==> config.mk <==
export PLATFORM = sky130hd
export DESIGN_NAME = shifter_pipe
export DESIGN_NICKNAME = d
export VERILOG_FILES = /design/src/rtl/shifter_pkg.sv /design/src/rtl/shifter_stage.sv /design/src/rtl/shifter_pipe.sv
export SDC_FILE = /design/constraint.sdc
export NUM_CORES = 1
export LEC_CHECK = 0
export CORE_MARGIN = 4
export CORE_UTILIZATION = 35
export DETAILED_ROUTE_END_ITERATION = 6
export HOLD_SLACK_MARGIN = 0.05
export PLACE_DENSITY = 0.59
export SETUP_SLACK_MARGIN = 0.2
export SLEW_MARGIN = 10
export SYNTH_ARGS = -nofsm -noshare
export SYNTH_HDL_FRONTEND = slang
export SYNTH_SLANG_ARGS = --single-unit
==> constraint.sdc <==
create_clock -name CLK -period 3.7 [get_ports CLK]
set_clock_uncertainty 0.05 [all_clocks]
set_input_delay 0.74 -clock CLK [delete_from_list [all_inputs] [get_ports CLK]]
set_output_delay 0.74 -clock CLK [all_outputs]
set_load 0.05 [all_outputs]
==> src/rtl/shifter_pkg.sv <==
// Shared types and constants for the pipelined barrel shifter.
// The payload widths here set the datapath width that shifter_pipe is built for.
package shifter_pkg;

    localparam int unsigned SH_W     = 32;
    localparam int unsigned SH_LOG_W = $clog2(SH_W);
    localparam int unsigned SH_TAG_W = 4;

    localparam logic [1:0] SH_LSL = 2'b00;
    localparam logic [1:0] SH_LSR = 2'b01;
    localparam logic [1:0] SH_ASR = 2'b10;
    localparam logic [1:0] SH_ROR = 2'b11;

    // amt holds the remaining shift; each stage consumes one bit of it
    typedef struct packed {
        logic                valid;
        logic [SH_TAG_W-1:0] tag;
        logic [1:0]          mode;
        logic [SH_LOG_W-1:0] amt;
        logic                carry;
        logic [SH_W-1:0]     data;
    } stage_t;

endpackage

==> src/rtl/shifter_stage.sv <==
// One pipeline stage: registered conditional shift by STEP with local advance logic.
// Carry is final before this stage, so it is passed through untouched.
module shifter_stage
    import shifter_pkg::*;
#(
    parameter int unsigned STEP = 1
) (
    input  logic   clk_i,
    input  logic   rst_ni,
    input  stage_t prev_i,
    input  logic   next_ready_i,
    output stage_t stage_o,
    output logic   ready_o
);

    localparam int unsigned BIT = $clog2(STEP);

    stage_t stage_q;
    stage_t stage_d;

    always_comb begin
        stage_d = prev_i;
        if (prev_i.amt[BIT]) begin
            unique case (prev_i.mode)
                SH_LSL: stage_d.data = prev_i.data << STEP;
                SH_LSR: stage_d.data = prev_i.data >> STEP;
                SH_ASR: stage_d.data = $unsigned($signed(prev_i.data) >>> STEP);
                SH_ROR: stage_d.data = (prev_i.data >> STEP) | (prev_i.data << (SH_W - STEP));
            endcase
        end
    end

    assign ready_o = !stage_q.valid || next_ready_i;

    // Payload only loads on a real transfer so a stalled or empty stage holds its value
    always_ff @(posedge clk_i) begin
        if (!rst_ni) begin
            stage_q <= '0;
        end else if (ready_o) begin
            if (prev_i.valid) begin
                stage_q <= stage_d;
            end else begin
                stage_q.valid <= 1'b0;
            end
        end
    end

    assign stage_o = stage_q;

endmodule

==> src/rtl/shifter_pipe.sv <==
// Pipelined barrel shifter (LSL/LSR/ASR/ROR) with ARM carry-out semantics.
// Stage 0 resolves special amounts; log2(W) shift stages follow with valid/ready flow.
module shifter_pipe
    import shifter_pkg::*;
#(
    parameter int unsigned W     = SH_W,
    parameter int unsigned AMT_W = $clog2(W) + 1,
    parameter int unsigned TAG_W = SH_TAG_W
) (
    input  logic             CLK,
    input  logic             RESETn,
    input  logic             in_valid,
    output logic             in_ready,
    input  logic [W-1:0]     in_data,
    input  logic [AMT_W-1:0] in_amt,
    input  logic [1:0]       in_mode,
    input  logic             in_carry,
    input  logic [TAG_W-1:0] in_tag,
    output logic             out_valid,
    input  logic             out_ready,
    output logic [W-1:0]     out_data,
    output logic             out_carry,
    output logic [TAG_W-1:0] out_tag
);

    localparam int unsigned LOG = $clog2(W);

    stage_t         stage [LOG+1];
    logic           ready [LOG+2];
    stage_t         stage0_q;
    stage_t         dec_d;
    logic [LOG-1:0] amt_mod;
    logic [LOG-1:0] amt_m1;
    logic [LOG-1:0] amt_neg;
    logic           amt_ge_w;

    always_comb begin
        amt_mod  = in_amt[LOG-1:0];
        amt_ge_w = in_amt[AMT_W-1];
        amt_m1   = amt_mod - 1'b1;
        amt_neg  = ~amt_mod + 1'b1;  // W - amt_mod for non-zero amt_mod

        dec_d       = '0;
        dec_d.valid = 1'b1;
        dec_d.tag   = in_tag;
        dec_d.mode  = in_mode;
        dec_d.amt   = amt_mod;
        dec_d.data  = in_data;
        dec_d.carry = in_carry;

        if (in_amt != '0) begin
            unique case (in_mode)
                SH_LSL: begin
                    if (amt_ge_w) begin
                        dec_d.data  = '0;
                        dec_d.amt   = '0;
                        dec_d.carry = (amt_mod == '0) ? in_data[0] : 1'b0;
                    end else begin
                        dec_d.carry = in_data[amt_neg];
                    end
                end
                SH_LSR: begin
                    if (amt_ge_w) begin
                        dec_d.data  = '0;
                        dec_d.amt   = '0;
                        dec_d.carry = (amt_mod == '0) ? in_data[W-1] : 1'b0;
                    end else begin
                        dec_d.carry = in_data[amt_m1];
                    end
                end
                SH_ASR: begin
                    if (amt_ge_w) begin
                        dec_d.data  = {W{in_data[W-1]}};
                        dec_d.amt   = '0;
                        dec_d.carry = in_data[W-1];
                    end else begin
                        dec_d.carry = in_data[amt_m1];
                    end
                end
                SH_ROR: begin
                    // Bit W-1 of a rotate-right by r is in_data[r-1]
                    if (amt_mod == '0) begin
                        dec_d.carry = in_data[W-1];
                    end else begin
                        dec_d.carry = in_data[amt_m1];
                    end
                end
            endcase
        end
    end

    assign ready[0]    = !stage0_q.valid || ready[1];
    assign ready[LOG+1] = out_ready;
    assign in_ready    = ready[0];
    assign stage[0]    = stage0_q;

    always_ff @(posedge CLK) begin
        if (!RESETn) begin
            stage0_q <= '0;
        end else if (ready[0]) begin
            if (in_valid) begin
                stage0_q <= dec_d;
            end else begin
                stage0_q.valid <= 1'b0;
            end
        end
    end

    for (genvar i = 1; i <= LOG; i++) begin : g_stage
        shifter_stage #(
            .STEP(1 << (i - 1))
        ) u_stage (
            .clk_i       (CLK),
            .rst_ni      (RESETn),
            .prev_i      (stage[i-1]),
            .next_ready_i(ready[i+1]),
            .stage_o     (stage[i]),
            .ready_o     (ready[i])
        );
    end

    assign out_valid = stage[LOG].valid;
    assign out_data  = stage[LOG].data;
    assign out_carry = stage[LOG].carry;
    assign out_tag   = stage[LOG].tag;

    logic unused_tail;
    assign unused_tail = ^{stage[LOG].mode, stage[LOG].amt};

endmodule

==> metrics.cfg <==
[sta]
finalHoldViolations = 0
rsz0062_at_grt = no
setup_viol = 0
hold_ws_ns = 0.4109
layout_min_cycle_time_ns = 3.052
period_share = 0.8249
tns_ns = 0
worstMarginPinSlew_ns = 1.155
slew_violations = 0
clock.fmax_mhz = 327.6
slew_headroom = 0.2275
setup_ws_ns = 0.6477

[drt]
drt_iter0_drc = 902
wirelength_um = 34240
drc = 0
wl_per_cell_um = 15.64
vias = 11960
ant_nets = 0
avgViaCountPerCell = 5.462
first_pass_iters = 5

[synth]
synthFlopType = dfxtp_1
yosysSeqAreaShare = 0.3874
yosys_warnings = 0
netlist_instances = 1716
syn_area_per_cell_sq_um = 7.619
ys_ff_latch = 253
synth_edf_count = 0
synth_area_sq_um = 13080
synth_nets = 1767
async_flop_share = 0
synth.distinct_cells = 48

[finish]
fillers = 3732
area.growth.synth_to_final_pct = 15.21
diodes = 0
final_area_sq_um = 15060
final_cell_mix = 408 x nand2_1, 249 x dfxtp_1, 130 x a21boi_0
drive_above_1_share = 0.05981
layout_commonest_cell = nand2_1
nNetsFinal = 1752

[setup_path]
worstPathArrival_ns = 2.26
worstPathRequired_ns = 2.91
start_kind = primary input
end_kind = output port
path_class = in -> out
critPathMaxFanout = 6

[place]
gp_congestion = 0.8654
portBuffers = 87
hpwlAfterDp_um = 23750
pre_cts_slack_ns = 0.1987
dpl_cell_area_sq_um = 14140

[power]
power_density_nw_per_um2 = 408.7
cellLeakagePower_nw = 4.876
ir_drop_uv = 313.9

[die]
design.die.area_sq_um = 40510
fp.coreArea_sq_um = 36700
die_h_um = 201.3
die_w_um = 201.3
row_count = 70
initial_core_util = 0.3563
pin_count = 88

[global_routing]
grt_pass1_wl_um = 58310
grt_max_degree = 92
grt_usage = 0.1649
first_global_vias = 11330
antenna_found_initial = 0
gr-total-overflow = 0

[clock_tree]
ctsHtreeMaxLevel = 1
ctsLongestPathBuffers = 3
clk_latency_ns = 0.55
clkSlewWorstSetupHoldPaths_ns = 0.06
cts_tree = yes
cts.root.buffer_cell = clkbuf_16
cts_resized = 0
postCtsSetupRepairBufs = 0
ctsHoldBuffers = 0
clock-sinks = 253
cts-buffers-inserted = 28

[worst_hold_path]
hold_class = reg -> reg

[job]
maxCapViolations = 0

[run_status]
status = complete, no violations

==> sequential cells by signal (all words and copies together), names as in the netlist <==
register / cells
g_stage.u_stage.stage_o: 208
stage: 45
==> metrics by stage <==
step                  util  instances  total power [mW]
global placement    0.3853       2139             3.407
finish              0.4105       2190             6.156
floorplan                -       1716             3.250
global route        0.4105       2190             6.399
detailed placement  0.3853       2139             3.418
CTS                 0.4105       2190             6.219
==> worst paths after layout <==
| path | from | endpoint | slack, ns | cells after the start |
|---|---|---|---|---|
| worst max-delay path | out_ready | in_ready | 0.65 | 5 |
| worst min-delay path | g_stage[1].u_stage.stage_o[35]$_SDFFE_PN0P_ | g_stage[2].u_stage.stage_o[35]$_SDFFE_PN0P_ | 0.41 | 2 |
| worst max register to register | g_stage[4].u_stage.stage_o[37]$_SDFFE_PN0P_ | g_stage[5].u_stage.stage_o[7]$_SDFFE_PN0P_ | 1.23 | 4 |
| worst min register to register | g_stage[1].u_stage.stage_o[35]$_SDFFE_PN0P_ | g_stage[2].u_stage.stage_o[35]$_SDFFE_PN0P_ | 0.41 | 2 |
==> critical path, stage by stage <==
cell	delay (ns)
clkdlybuf4s50_1	0.42
and4b_1	0.42
and3_1	0.34
nand2_1	0.13
buf_4	0.21
==> cells in the mapped netlist, types with 17 or more instances <==
cell type / instances / area share
a221oi_1: 31 / 0.021
nor2b_1: 57 / 0.027
nand3_1: 107 / 0.041
clkbuf_1: 137 / 0.039
a21oi_1: 90 / 0.034
nor3_1: 17 / 0.0065
a311oi_1: 26 / 0.017
nor2_1: 80 / 0.023
o21ai_0: 119 / 0.046
a21boi_0: 131 / 0.075
dfxtp_1: 253 / 0.39
o211ai_1: 78 / 0.045
nand2_1: 408 / 0.12
nor3b_1: 20 / 0.011
==> cells by family after synthesis <==
kind of cell	after synthesis	share of synthesized area
AND/OR/NAND/NOR	717	0.2404
AO/OA/AOI/OAI	533	0.2752
flip-flops	253	0.3874
buffers and inverters	183	0.05866
multiplexers	24	0.03378
XOR/XNOR	4	0.002680
adder cells (fa/ha/maj)	2	0.001914
==> layout make-up <==
type / count / area [sq um] / area share
Clock buffer: 41 / 789.5 / 0.05241
Multi-Input combinational cell: 1280 / 7262 / 0.4821
Clock inverter: 10 / 136.4 / 0.009053
Sequential cell: 253 / 5070 / 0.3365
Timing Repair Buffer: 124 / 1169 / 0.07757
Tap cell: 468 / 585.6 / 0.03887
Inverter: 14 / 52.55 / 0.003488
==> power by group <==
group          internal [mW]  switching [mW]  total [mW]  leakage, nW
registers               2.79          0.0752        2.86         2.05
logic                  0.220           0.276       0.496         2.37
clock network           1.68            1.11        2.80        0.457
total                   4.69            1.47        6.16         4.88
==> routing by layer <==
metal,part of all wire,global-route usage,up-vias
met5,0,0,-
met4,0.022,0.04004,0
met3,0.043,0.01982,56
met2,0.46,0.2724,303
met1,0.48,0.2314,5582
li1,-,-,6020
No activity file was read; power rests on OpenSTA's default activity.
